<file path="config.mk">
export PLATFORM = sky130hd
export DESIGN_NAME = uart_transmitter
export DESIGN_NICKNAME = d
export VERILOG_FILES = /design/src/rtl/uart_defs.sv /design/src/rtl/uart_transmitter.sv
export SDC_FILE = /design/constraint.sdc
export NUM_CORES = 1
export LEC_CHECK = 0
export BUFFER_PORTS_ARGS = -buffer_cell sky130_fd_sc_hd__buf_2
export CORE_MARGIN = 8
export CORE_UTILIZATION = 53
export CTS_BUF_LIST = sky130_fd_sc_hd__clkbuf_8
export CTS_CLUSTER_SIZE = 8
export DETAILED_ROUTE_END_ITERATION = 12
export GPL_ROUTABILITY_DRIVEN = 0
export PLACE_DENSITY_LB_ADDON = 0.25
export RECOVER_POWER = 25
export SLEW_MARGIN = 5
export SYNTH_ARGS = -nofsm -noshare
export SYNTH_HDL_FRONTEND = slang
export SYNTH_SLANG_ARGS = --single-unit
</file>
<file path="constraint.sdc">
create_clock -name clk -period 1.25 [get_ports clk]
set_input_delay 0.125 -clock clk [delete_from_list [all_inputs] [get_ports clk]]
set_output_delay 0.125 -clock clk [all_outputs]
set_load 0.1 [all_outputs]
</file>
<file path="src/rtl/uart_defs.sv">
// rtl/uart_defs.sv - shared UART frame constants, state encoding and parity type
package uart_defs;

  localparam int UART_DATA_BITS  = 8;
  localparam int UART_OVERSAMPLE = 16;
  localparam int UART_FRAME_BITS = 11;

  localparam logic [2:0] ST_IDLE   = 3'd0;
  localparam logic [2:0] ST_START  = 3'd1;
  localparam logic [2:0] ST_DATA   = 3'd2;
  localparam logic [2:0] ST_PARITY = 3'd3;
  localparam logic [2:0] ST_STOP   = 3'd4;

  typedef enum logic [2:0] {
    IDLE   = ST_IDLE,
    START  = ST_START,
    DATA   = ST_DATA,
    PARITY = ST_PARITY,
    STOP   = ST_STOP
  } uart_state_e;

  typedef enum logic {
    PARITY_EVEN = 1'b0,
    PARITY_ODD  = 1'b1
  } parity_e;

  localparam parity_e UART_PARITY = PARITY_EVEN;

endpackage

</file>
<file path="src/rtl/uart_transmitter.sv">
// rtl/uart_transmitter.sv - start/data/parity/stop serialiser timed by the 16x sample strobe
module uart_transmitter
  import uart_defs::*;
#(
  parameter int DATA_BITS  = UART_DATA_BITS,
  parameter int OVERSAMPLE = UART_OVERSAMPLE
) (
  input  logic                 clk,
  input  logic                 reset,
  input  logic                 Tx_sample_ENABLE,
  input  logic                 Tx_EN,
  input  logic                 Tx_WR,
  input  logic [DATA_BITS-1:0] Tx_DATA,
  output logic                 TxD,
  output logic                 Tx_BUSY
);

  localparam int TICK_W = $clog2(OVERSAMPLE);
  localparam int BIT_W  = $clog2(DATA_BITS);
  localparam logic [TICK_W-1:0] TICK_LAST = TICK_W'(OVERSAMPLE - 1);
  localparam logic [BIT_W-1:0]  BIT_LAST  = BIT_W'(DATA_BITS - 1);

  uart_state_e          state_q, state_d;
  logic [TICK_W-1:0]    tick_q, tick_d;
  logic [BIT_W-1:0]     bit_idx_q, bit_idx_d;
  logic [DATA_BITS-1:0] shift_q, shift_d;
  logic                 parity_q, parity_d;
  logic                 txd_q, txd_d;
  logic                 busy_q, busy_d;
  logic                 bit_end;

  assign bit_end = (tick_q == TICK_LAST) && Tx_sample_ENABLE;

  always_comb begin
    state_d   = state_q;
    tick_d    = tick_q;
    bit_idx_d = bit_idx_q;
    shift_d   = shift_q;
    parity_d  = parity_q;
    txd_d     = txd_q;
    busy_d    = busy_q;

    // Strobes only advance the timer while a frame is in flight.
    if (state_q != IDLE && Tx_sample_ENABLE) begin
      tick_d = bit_end ? '0 : tick_q + TICK_W'(1);
    end

    case (state_q)
      IDLE: begin
        tick_d = '0;
        if (Tx_EN && Tx_WR) begin
          shift_d   = Tx_DATA;
          parity_d  = (^Tx_DATA) ^ (UART_PARITY == PARITY_ODD);
          bit_idx_d = '0;
          txd_d     = 1'b0;
          busy_d    = 1'b1;
          state_d   = START;
        end
      end
      START: begin
        if (bit_end) begin
          bit_idx_d = '0;
          txd_d     = shift_q[0];
          state_d   = DATA;
        end
      end
      DATA: begin
        if (bit_end) begin
          shift_d   = shift_q >> 1;
          bit_idx_d = bit_idx_q + BIT_W'(1);
          if (bit_idx_q == BIT_LAST) begin
            txd_d   = parity_q;
            state_d = PARITY;
          end else begin
            txd_d   = shift_q[1];
          end
        end
      end
      PARITY: begin
        if (bit_end) begin
          txd_d   = 1'b1;
          state_d = STOP;
        end
      end
      STOP: begin
        if (bit_end) begin
          txd_d   = 1'b1;
          busy_d  = 1'b0;
          state_d = IDLE;
        end
      end
      default: begin
        tick_d  = '0;
        txd_d   = 1'b1;
        busy_d  = 1'b0;
        state_d = IDLE;
      end
    endcase
  end

  always_ff @(posedge clk) begin
    if (!reset) begin
      state_q   <= IDLE;
      tick_q    <= '0;
      bit_idx_q <= '0;
      shift_q   <= '0;
      parity_q  <= 1'b0;
      txd_q     <= 1'b1;
      busy_q    <= 1'b0;
    end else begin
      state_q   <= state_d;
      tick_q    <= tick_d;
      bit_idx_q <= bit_idx_d;
      shift_q   <= shift_d;
      parity_q  <= parity_d;
      txd_q     <= txd_d;
      busy_q    <= busy_d;
    end
  end

  assign TxD     = txd_q;
  assign Tx_BUSY = busy_q;

endmodule

</file>
* After elaboration in Yosys (flattened, before gate mapping)
Index checks and enable logic that the tools add are counted.
** Storage, ports and cells
- Register bits :: 21
- Input port bits :: 13
- Word-level logic and storage cells :: 64
** Cells by class
- Add/subtract/negate cells :: 2
- Equality and inequality tests :: 13
- Multiplexer cells :: 23
- Bitwise gates (word level) :: 1
- Reductions and logical operators :: 18
** Operators by type and width (number)
- $mux 3 :: 8
- $mux 8 :: 2
- $pmux 8 s2 :: 1
- $pmux 3 s5 :: 1
- $ne 2x2->1 const B :: 6
- $pmux 3 s3 :: 1
- $reduce_and 4->1 :: 2
- $reduce_xor 8->1 :: 1
- $mux 1 :: 7
- $eq 3x2->1 const B :: 2
- $eq 3x3->1 const B :: 2
- $reduce_and 3->1 :: 2
- $reduce_and 6->1 :: 1
- $reduce_bool 3->1 :: 2
- $add 4x1->4 const B :: 1
- $eq 4x4->1 const B :: 1
- $mux 4 :: 1
- $pmux 1 s4 :: 1
- $reduce_and 2->1 :: 2
- $reduce_or 4->1 :: 1
- $add 3x1->3 const B :: 1
- $eq 3x1->1 const B :: 1
- $logic_and 1x1->1 :: 3
- $logic_not 3->1 :: 1
- other kinds (6) :: 6

* Longest topological paths before layout
Gate-level depths: netlist of run 1.
- Depth after elaboration :: 4
- Mapped depth :: 6

* Worst setup path after synthesis of run 1
OpenSTA, ideal clock, no wires.
- Path type :: register to register
- Start point :: register tick_q[0]
- End point :: register bit_idx_q[0]
- Data arrival time :: 1291 ps
- Data required time :: 1159 ps
- Setup slack :: -132 ps
- Stages on the path, launching flop included :: 6
- Path buffers :: 0
- Cell sequence :: dfxtp_1 > ha_1 > and4_4 > a21oi_2 > o22ai_2 > a311oi_1
** On the way
- Cells in the longest elaborated chain, start to end :: 4
- Elaborated cells between the ends (all ways) :: 5
- Classes of those cells :: eq/ne: 3; reduce/logical: 2
** Ends and longest elaborated chain
- start: declaration :: line uart_transmitter.sv:24 : logic [TICK_W-1:0] tick_q, tick_d;
- start signal: assignment :: line uart_transmitter.sv:112 : tick_q <= tick_d;
- $eq 4x4->1 (*) :: line uart_transmitter.sv:32 : assign bit_end = (tick_q == TICK_LAST) && Tx_sample_ENABLE;
- $logic_and 1x1->1 (*) :: line uart_transmitter.sv:32
- $ne 2x2->1 (no line)
- $reduce_and 4->1 (no line) (*)
- end signal: assignment :: line uart_transmitter.sv:113 : bit_idx_q <= bit_idx_d;
- end: declaration :: line uart_transmitter.sv:25 : logic [BIT_W-1:0] bit_idx_q, bit_idx_d;
Mark *: on every way between the ends. The rest lies on a longest branch, timed or not.
A chain may end at the register's enable or synchronous reset.

* Final worst setup path of run 1
- Start point :: register tick_q[1]
- End point :: register shift_q[5]
** On the way
- Cells in the longest elaborated chain, start to end :: 4
** Ends and longest elaborated chain
- $eq 4x4->1 :: line uart_transmitter.sv:32
- $logic_and 1x1->1 :: line uart_transmitter.sv:32
- $ne 2x2->1 (no line)
- $reduce_and 3->1 (no line)
- end signal: assignment :: line uart_transmitter.sv:114 : shift_q <= shift_d;
- end: declaration :: line uart_transmitter.sv:26 : logic [DATA_BITS-1:0] shift_q, shift_d;
Every way passes these cells.

==> flow_summary.yaml, run 1 <==
synth:
  yosys.cell_types.count: 37
  synth_seq_cells: 21
  netlist_top_cells_area: "dfxtp_1, mux2i_1, xnor2_1"
  yosysTopAreaCellShare_pct: 36.8
  synth-edff-count: 0
  ys_seq_area_share_pct: 36.8
  synth_async_sr_flop_share_pct: 0
  synthesis.area_um2: 1140
  syn_avg_cell_area_um2: 9.67
  syn_inst: 118
  dominantRegCellSynth: "dfxtp_1"
  syn_nets: 134
  synthesis.yosys.warnings: 0
  synth.largest_area_cell: "dfxtp_1"
clock_network:
  cts.root.buffer_cell: "clkbuf_8"
  ctsLongestPathBuffers: 2
  worst_setup_hold_path_clk_slew_ps: 70
  htree_num_levels: 1
  tritoncts.num_buffers: 3
  cts_tree: "done"
  holdBufCountCts: 0
  clock-sinks: 21
  clock_insertion_delay_worst_skew_ps: 260
critical_path:
  crit_path_start_kind: "flip-flop"
  worstPathMaxFanout: 7
  critical_path_class: "flip-flop to flip-flop"
  setup.worst_path.end_class: "flip-flop"
  worst_ep_arrival_time_ps: 1540
  cp_data_required_time_ps: 1380
route:
  totalWireLength_mm: 2.74
  final_antenna_net_count: 0
  first_iter_violations: 32
  via_count: 1016
  wire_per_inst_um: 15.3
  drtPass1Iterations: 4
  vias_per_cell: 5.68
  post-route-drc-count: 0
power_and_ir_drop:
  switchingPower_uw: 389
  p_leak_nw: 0.565
  seq_power_share_pct: 51.0
  p_clk_share_pct: 31.0
  power.ir.vdd_worst_mv: 0.774
  p_comb_share_pct: 18.0
  pwr_density_cell_nw_per_um2: 930
  internal_power_mw: 1.02
  power.switching_fraction_pct: 27.6
sta:
  layout_min_cycle_time_ps: 1410
  fin_ws_ps: -162
  final_min_period_over_clock_period_pct: 113
  worst-slew-pin-transition_ps: 487
  setup_viol_count_final: 15
  rsz0062_at_grt: "yes"
  maxClockFrequency_mhz: 708
  hold_violations: 0
  relSlewSlack_pct: 67.8
  finalClockSkew_ps: 1.65
  drv_slew: 0
job:
  cap_violations: 0
floorplan:
  die-width_um: 62.4
  initial_core_util_pct: 53.6
  floorplan.core_area_um2: 2130
  io-pin-count: 15
  die_h_um: 62.4
  floorplan.rows: 17
  floorplan.die_area_um2: 3890
min_path:
  worst_hold_path_type: "primary input to flip-flop"
placed_design:
  port-buffer-count: 14
  placed_instance_area_um2: 1380
  post-dp-hpwl_mm: 2.04
layout:
  num_antenna_cells: 0
  design_area_um2: 1520
  layout_area_overhead_pct: 33.0
  final_layout_size_suffix_gt1_share_pct: 41.1
  nNetsFinal: 168
  utilization_pct: 71.4
global_routing:
  grt_overflow: 0
  number_of_antenna_violations_at_the_first_check_in_global_routing: 0
  grt_first_pass_wirelength_mm: 4.75
  grt_max_degree: 13
  global_route.usage.total_pct: 14.8
  first_global_vias: 1064
outcome:
  violations_in_the_final_reports: "setup timing"
  outcome: "finished with violations"
## layer usage
metal	vias up	GRT usage [%]	share of wire (%)
li1	509	-	-
met1	476	16.9	45
met2	24	24.3	49
met3	7	3.58	4.3
met4	0	8.83	2.5
met5	-	0	0
## synth_stat cells (4+ instances only)
| library cell | number |
|---|---|
| dfxtp_1 | 21 |
| mux2i_1 | 9 |
| nor3_1 | 4 |
| nor2_1 | 6 |
| xnor2_1 | 9 |
| a21oi_1 | 12 |
| a211oi_1 | 8 |
## critical path: stages (launching register included)
cell and delay [ps]:
dfxtp_2 350, ha_4 140, and4_4 280, a21oi_4 90, nor3_4 290, a211oi_1 130
## timing repair
item	CTS	global route
endpoints found under the setup margin	15	19
setup buffers	1	3
gates resized for setup	7	10
pin swaps	7	8
## flip-flops by register name, summed over array words and instances (netlist names)
| register | flops |
|---|---|
| bit_idx_q | 3 |
| state_q | 3 |
| Tx_BUSY | 1 |
| tick_q | 4 |
| shift_q | 8 |
| TxD | 1 |
| parity_q | 1 |
## layout make-up
cell class | count | area (um^2)
fill | 171 | 609
sequential | 21 | 427
clock buffer | 3 | 41.3
clock inverter | 1 | 3.75
inverter | 3 | 11.3
tap | 28 | 35.0
timing repair buffer | 35 | 244
multi-input combinational | 88 | 756
## per-stage QoR
| stage | instances | hold slack [ps] | setup WS (ps) | total power [mW] | TNS (ps) |
|---|---|---|---|---|---|
| after global placement | 172 | 410 | -108 | 0.960 | -948 |
| after global routing | 179 | 153 | -237 | 1.47 | -2860 |
| after CTS | 177 | 126 | -132 | 1.42 | -1520 |
| final | 179 | 142 | -162 | 1.41 | -1710 |
| after floorplan | 118 | 259 | -24.1 | 0.895 | -61.9 |
| after detailed placement | 172 | 413 | -254 | 0.968 | -1600 |
## path summary, 6_finish.rpt
| kind | endpoint | start | slack [ps] | cells after the start |
|---|---|---|---|---|
| worst min-delay path | TxD$_SDFFE_PN1P_ | reset | 140 | 2 |
| worst max-delay path | shift_q[5]$_SDFFE_PN0P_ | tick_q[1]$_SDFFE_PN0P_ | -160 | 5 |
| worst min register to register | shift_q[7]$_SDFFE_PN0P_ | shift_q[7]$_SDFFE_PN0P_ | 500 | 2 |
| worst max register to register | shift_q[5]$_SDFFE_PN0P_ | tick_q[1]$_SDFFE_PN0P_ | -160 | 5 |
## power by group through the flow
| stage | clock (mW) | sequential (mW) | combinational, mW |
|---|---|---|---|
| 6_report | 0.438 | 0.720 | 0.254 |
| 5_1_grt | 0.474 | 0.723 | 0.276 |
| 4_1_cts | 0.456 | 0.719 | 0.241 |
| 3_5_place_dp | 0 | 0.734 | 0.234 |
| 3_3_place_gp | 0 | 0.732 | 0.227 |
| 2_1_floorplan | 0 | 0.763 | 0.132 |
## cells in the final DEF, fill, tap and decap left out, types with 4 or more instances in the layout
cell type and instances:
dfxtp_2 5, mux2i_1 9, dfxtp_1 16, nor2_1 4, buf_4 19, a21oi_1 11
inv_1 4, buf_2 14, a211oi_1 6, xnor2_1 9
## cells by family after synthesis
group,Yosys count,synth area share (%)
xor+xnor,12,9.21
mux,9,7.90
flops,21,36.8
fa+ha+maj,3,3.29
buf+inv,9,5.37
compound gates,37,21.9
simple gates,27,15.5
Note: power is estimated with default switching activity, not from simulation.
==> run 2, diff against run 1 <==
==> constraint.sdc (replaced) <==
create_clock -name clk -period 1.25 [get_ports clk]
set_input_delay 0.125 -clock clk [delete_from_list [all_inputs] [get_ports clk]]
set_output_delay 0.125 -clock clk [all_outputs]
set_load 0.005 [all_outputs]
==> run 2 against run 1 <==
Compared with the run above: the flow still finishes with violations (setup timing); clock-buffer cell count unchanged; fmax up 1.1%; via count up 0.89%; setup slack better by 15 ps; critical path type unchanged; critical endpoint is now shift_q[6]$_SDFFE_PN0P_; largest cell class unchanged.
==> flow_summary.yaml, run 2 (synthesis results as in run 1) <==
global_routing:
  grt_overflow: 0
  grt_max_degree: 13
  grt_first_pass_wirelength_mm: 4.51
  global_route.usage.total_pct: 13.6
  number_of_antenna_violations_at_the_first_check_in_global_routing: 0
  first_global_vias: 1095
clock_network:
  clock-sinks: 21
  holdBufCountCts: 0
  cts_tree: "done"
  cts.root.buffer_cell: "clkbuf_8"
  ctsLongestPathBuffers: 2
  tritoncts.num_buffers: 3
  htree_num_levels: 1
  worst_setup_hold_path_clk_slew_ps: 80
  clock_insertion_delay_worst_skew_ps: 260
sta:
  layout_min_cycle_time_ps: 1400
  relSlewSlack_pct: 80.8
  sum_of_negative_setup_slack_ps: -1640
  worst-slew-pin-transition_ps: 287
  final_layout_worst_hold_slack_ps: 148
  rsz0062_at_grt: "yes"
  setup_viol_count_final: 15
  drv_slew: 0
  fin_ws_ps: -147
  finalClockSkew_ps: 4.52
  maxClockFrequency_mhz: 716
  hold_violations: 0
  final_min_period_over_clock_period_pct: 112
route:
  first_iter_violations: 36
  final_antenna_net_count: 0
  vias_per_cell: 5.82
  wire_per_inst_um: 16.5
  totalWireLength_mm: 2.91
  via_count: 1025
  drtPass1Iterations: 4
  post-route-drc-count: 0
power_and_ir_drop:
  power.ir.vdd_worst_mv: 0.823
  p_leak_nw: 0.534
  finalPower_mw: 1.40
  switchingPower_uw: 369
  power.switching_fraction_pct: 26.4
  p_clk_share_pct: 31.3
  p_comb_share_pct: 17.1
  pwr_density_cell_nw_per_um2: 916
  seq_power_share_pct: 51.6
  internal_power_mw: 1.03
floorplan:
  die-width_um: 62.4
  io-pin-count: 15
  die_h_um: 62.4
  initial_core_util_pct: 53.6
  floorplan.die_area_um2: 3890
  floorplan.rows: 17
  floorplan.core_area_um2: 2130
outcome:
  outcome: "finished with violations"
  violations_in_the_final_reports: "setup timing"
critical_path:
  timing.critical_path.to: "shift_q[6]$_SDFFE_PN0P_"
  worstReg2RegStart: "tick_q[1]$_SDFFE_PN0P_"
  worst_ep_arrival_time_ps: 1580
  timing.critical_path.from: "tick_q[1]$_SDFFE_PN0P_"
  cp_data_required_time_ps: 1430
  critical_path_class: "flip-flop to flip-flop"
  setup.worst_path.end_class: "flip-flop"
  reg2reg_depth: 6
  reg2reg_to: "shift_q[6]$_SDFFE_PN0P_"
  worstPathMaxFanout: 4
  crit_path_start_kind: "flip-flop"
  worst-r2r-setup-slack_ps: -150
placed_design:
  port-buffer-count: 14
  placed_cells_incl_taps: 169
  post-dp-hpwl_mm: 1.94
layout:
  final_layout_size_suffix_gt1_share_pct: 39.9
  top_register: "shift_q"
  nNetsFinal: 165
  num_antenna_cells: 0
  layout_commonest_cell: "dfxtp_1"
  layout_common_cells: "dfxtp_1, buf_2, buf_4"
  layout_area_overhead_pct: 33.7
  stdcell_count: 176
  largest_register_ff_count: 8
  reg_top3: "shift_q (8), tick_q (4)"
min_path:
  worst_hold_path_type: "primary input to flip-flop"
job:
  cap_violations: 0
==> run 2: cell count changes in the layout (fill, tap and decap cells not counted), sizes merged <==
cell  previous run  this run
buf             35        32
==> run 2: worst min-delay path by stage <==
| stage | slack, ps | startpoint | end | cells past startpoint |
|---|---|---|---|---|
| global route | 160 | reset | TxD$_SDFFE_PN1P_ | 2 |
| detailed placement | 420 | reset | TxD$_SDFFE_PN1P_ | 2 |
| global placement | 420 | reset | parity_q$_SDFFE_PN0P_ | 3 |
| floorplan | 260 | reset | parity_q$_SDFFE_PN0P_ | 2 |
| finish | 150 | reset | TxD$_SDFFE_PN1P_ | 2 |
| CTS | 150 | reset | TxD$_SDFFE_PN1P_ | 2 |
==> run 2: area by class of cell <==
cell class,instances,area [um^2]
multi-input combinational,88,769
clock inverter,1,3.75
inverter,3,11.3
timing repair buffer,32,238
clock buffer,3,41.3
fill,177,602
tap,28,35.0
sequential,21,427
==> run 2: power by group through the flow <==
| stage | clock network [mW] | registers [mW] | logic (mW) |
|---|---|---|---|
| after floorplan | 0 | 0.727 | 0.132 |
| after global placement | 0 | 0.732 | 0.190 |
| after detailed placement | 0 | 0.734 | 0.194 |
| final | 0.438 | 0.720 | 0.238 |
| after CTS | 0.436 | 0.718 | 0.220 |
| after global routing | 0.476 | 0.724 | 0.256 |
==> run 2: timing repair <==
item	4_1_cts	5_1_grt
setup buffers	2	1
pin swaps	3	11
endpoints found under the setup margin	15	17
resized for setup	10	10
==> run 2: routing by layer <==
metal / wire length, um / global-route usage (%)
met1: 1280 / 15.7
met2: 1480 / 23.0
met3: 105 / 3.94
met4: 43 / 5.41
met5: 0 / 0
==> run 2: critical path, stage by stage, from the launching register on <==
cell,delay [ps]
dfxtp_2,340
ha_4,160
and4_4,220
a21oi_4,230
nor3_4,70
buf_6,130
a211oi_2,170
==> run 2: metrics by stage <==
step	setup WS [ps]	area, um^2	utilization (%)
after global placement	-95.7	1370	64.2
final	-147	1530	71.7
after global routing	-199	1530	71.7
after CTS	-133	1480	69.4
after detailed placement	-117	1370	64.2
after floorplan	-24.1	1170	-
==> run 3, diff against run 2 <==
==> constraint.sdc (replaced) <==
create_clock -name clk -period 1.25 [get_ports clk]
set_input_delay 0.25 -clock clk [delete_from_list [all_inputs] [get_ports clk]]
set_output_delay 0.25 -clock clk [all_outputs]
set_load 0.005 [all_outputs]
==> run 3 against run 2 <==
Compared with the run above: non-clock buffer count increased by 4; highest routed layer unchanged; wire length increased by 2.5%; power up 0.14%; largest cell class unchanged; critical endpoint is now bit_idx_q[0]$_SDFFE_PN0P_; the run still ends with setup timing left; global-route usage rose by 0.42 points.
==> flow_summary.yaml, run 3 (synthesis results as in run 1) <==
global_routing:
  groute.layer.met3.usage_pct: 1.97
  grt_max_degree: 13
  use_met2_pct: 23.3
  gr-usage-met1_pct: 17.4
  first_global_vias: 1084
  gr-max-usage-layer: "met2"
  grt_overflow: 0
  grt_first_pass_wirelength_mm: 4.70
  global_route.usage.total_pct: 14.0
  number_of_antenna_violations_at_the_first_check_in_global_routing: 0
sta:
  final_min_period_over_clock_period_pct: 112
  relSlewSlack_pct: 79.4
  final_layout_worst_hold_slack_ps: 317
  rsz0062_at_grt: "yes"
  sum_of_negative_setup_slack_ps: -1660
  fin_ws_ps: -148
  maxClockFrequency_mhz: 716
  layout_min_cycle_time_ps: 1400
  hold_violations: 0
  finalClockSkew_ps: 8.57
  worst-slew-pin-transition_ps: 308
  setup_viol_count_final: 15
  drv_slew: 0
route:
  post-route-drc-count: 0
  via_count: 1051
  first_iter_violations: 31
  wire_per_inst_um: 16.6
  totalWireLength_mm: 2.98
  final_antenna_net_count: 0
  vias_per_cell: 5.84
  drtPass1Iterations: 4
critical_path:
  cp_slowest_stage_delay_ps: 360
  crit_path_start_kind: "flip-flop"
  cp_data_required_time_ps: 1380
  worstPathMaxFanout: 7
  crit_slowest_cell: "dfxtp_2"
  setup.worst_path.end_class: "flip-flop"
  cp_top_family: "flip-flops"
  worst-r2r-setup-slack_ps: -150
  buffers_inverters_on_critical_path: 1
  critical_path_class: "flip-flop to flip-flop"
  worst_ep_arrival_time_ps: 1530
  timing.critical_path.cells: "ha_4 > and4_4 > buf_12 > nand2_8 > o22ai_4 > a311oi_2"
clock_network:
  worst_setup_hold_path_clk_slew_ps: 80
  clock_insertion_delay_worst_skew_ps: 260
  ctsLongestPathBuffers: 2
  tritoncts.num_buffers: 3
  cts.root.buffer_cell: "clkbuf_8"
  htree_num_levels: 1
  clock-sinks: 21
  cts_tree: "done"
floorplan:
  io-pin-count: 15
  floorplan.rows: 17
  floorplan.core_area_um2: 2130
  die-width_um: 62.4
  initial_core_util_pct: 53.6
  floorplan.die_area_um2: 3890
  die_h_um: 62.4
layout:
  fillerInstances: 155
  stdcell_count: 180
  nNetsFinal: 169
  top_register: "shift_q"
  layout_common_cells: "buf_4, dfxtp_1, buf_2"
  layout_area_overhead_pct: 40.4
  layout_commonest_cell: "buf_4"
  largest_register_ff_count: 8
  num_antenna_cells: 0
  design_area_um2: 1600
  final_layout_size_suffix_gt1_share_pct: 44.7
  reg_top3: "shift_q (8), tick_q (4)"
placed_design:
  placed_instance_area_um2: 1380
  port-buffer-count: 14
  post-dp-hpwl_mm: 2.02
  placed_cells_incl_taps: 171
min_path:
  worst_hold_path_type: "primary input to flip-flop"
job:
  cap_violations: 0
power_and_ir_drop:
  p_leak_nw: 0.549
  power.ir.vdd_worst_mv: 0.913
  pwr_density_cell_nw_per_um2: 873
outcome:
  violations_in_the_final_reports: "setup timing"
  outcome: "finished with violations"
==> run 3: area by class of cell <==
type / count / area, um^2 / share of cell area [%]
well taps: 28 / 35.0 / 2.19
inverters: 3 / 11.3 / 0.703
clock inverters: 1 / 5.00 / 0.312
flip-flops and latches: 21 / 430 / 26.9
repair buffers: 36 / 267 / 16.6
multi-input cells: 88 / 812 / 50.7
clock buffers: 3 / 41.3 / 2.58
==> run 3: metal layers <==
metal	vias to the layer above	share of wire, %
li1	515	-
met1	503	43
met2	27	52
met3	6	3.8
met4	0	1.8
met5	-	0
==> run 3: power breakdown <==
| part | internal, mW | switching [mW] |
|---|---|---|
| Clock | 0.222 | 0.225 |
| Combinational | 0.113 | 0.122 |
| Sequential | 0.696 | 0.0218 |
==> run 3: path summary, 6_finish.rpt <==
check / startpoint / to / depth (start not counted)
worst min register to register: shift_q[7]$_SDFFE_PN0P_ / shift_q[7]$_SDFFE_PN0P_ / 2
worst max-delay path: tick_q[1]$_SDFFE_PN0P_ / bit_idx_q[0]$_SDFFE_PN0P_ / 6
worst min-delay path: reset / TxD$_SDFFE_PN1P_ / 2
worst max register to register: tick_q[1]$_SDFFE_PN0P_ / bit_idx_q[0]$_SDFFE_PN0P_ / 6
==> run 3: metrics by stage <==
stage | setup WS [ps] | utilization, % | total power, mW
after floorplan | -24.1 | - | 0.860
after global placement | -102 | 64.9 | 0.926
after detailed placement | -147 | 64.9 | 0.933
after CTS | -137 | 71.9 | 1.39
after global routing | -229 | 75.3 | 1.45
final | -148 | 75.3 | 1.40
==> run 3: what timing repair did <==
action	in CTS	in global routing
buffers inserted	3	2
hold buffers	0	0
pin swaps	9	10
resized for setup	17	12
setup endpoints to repair	15	18
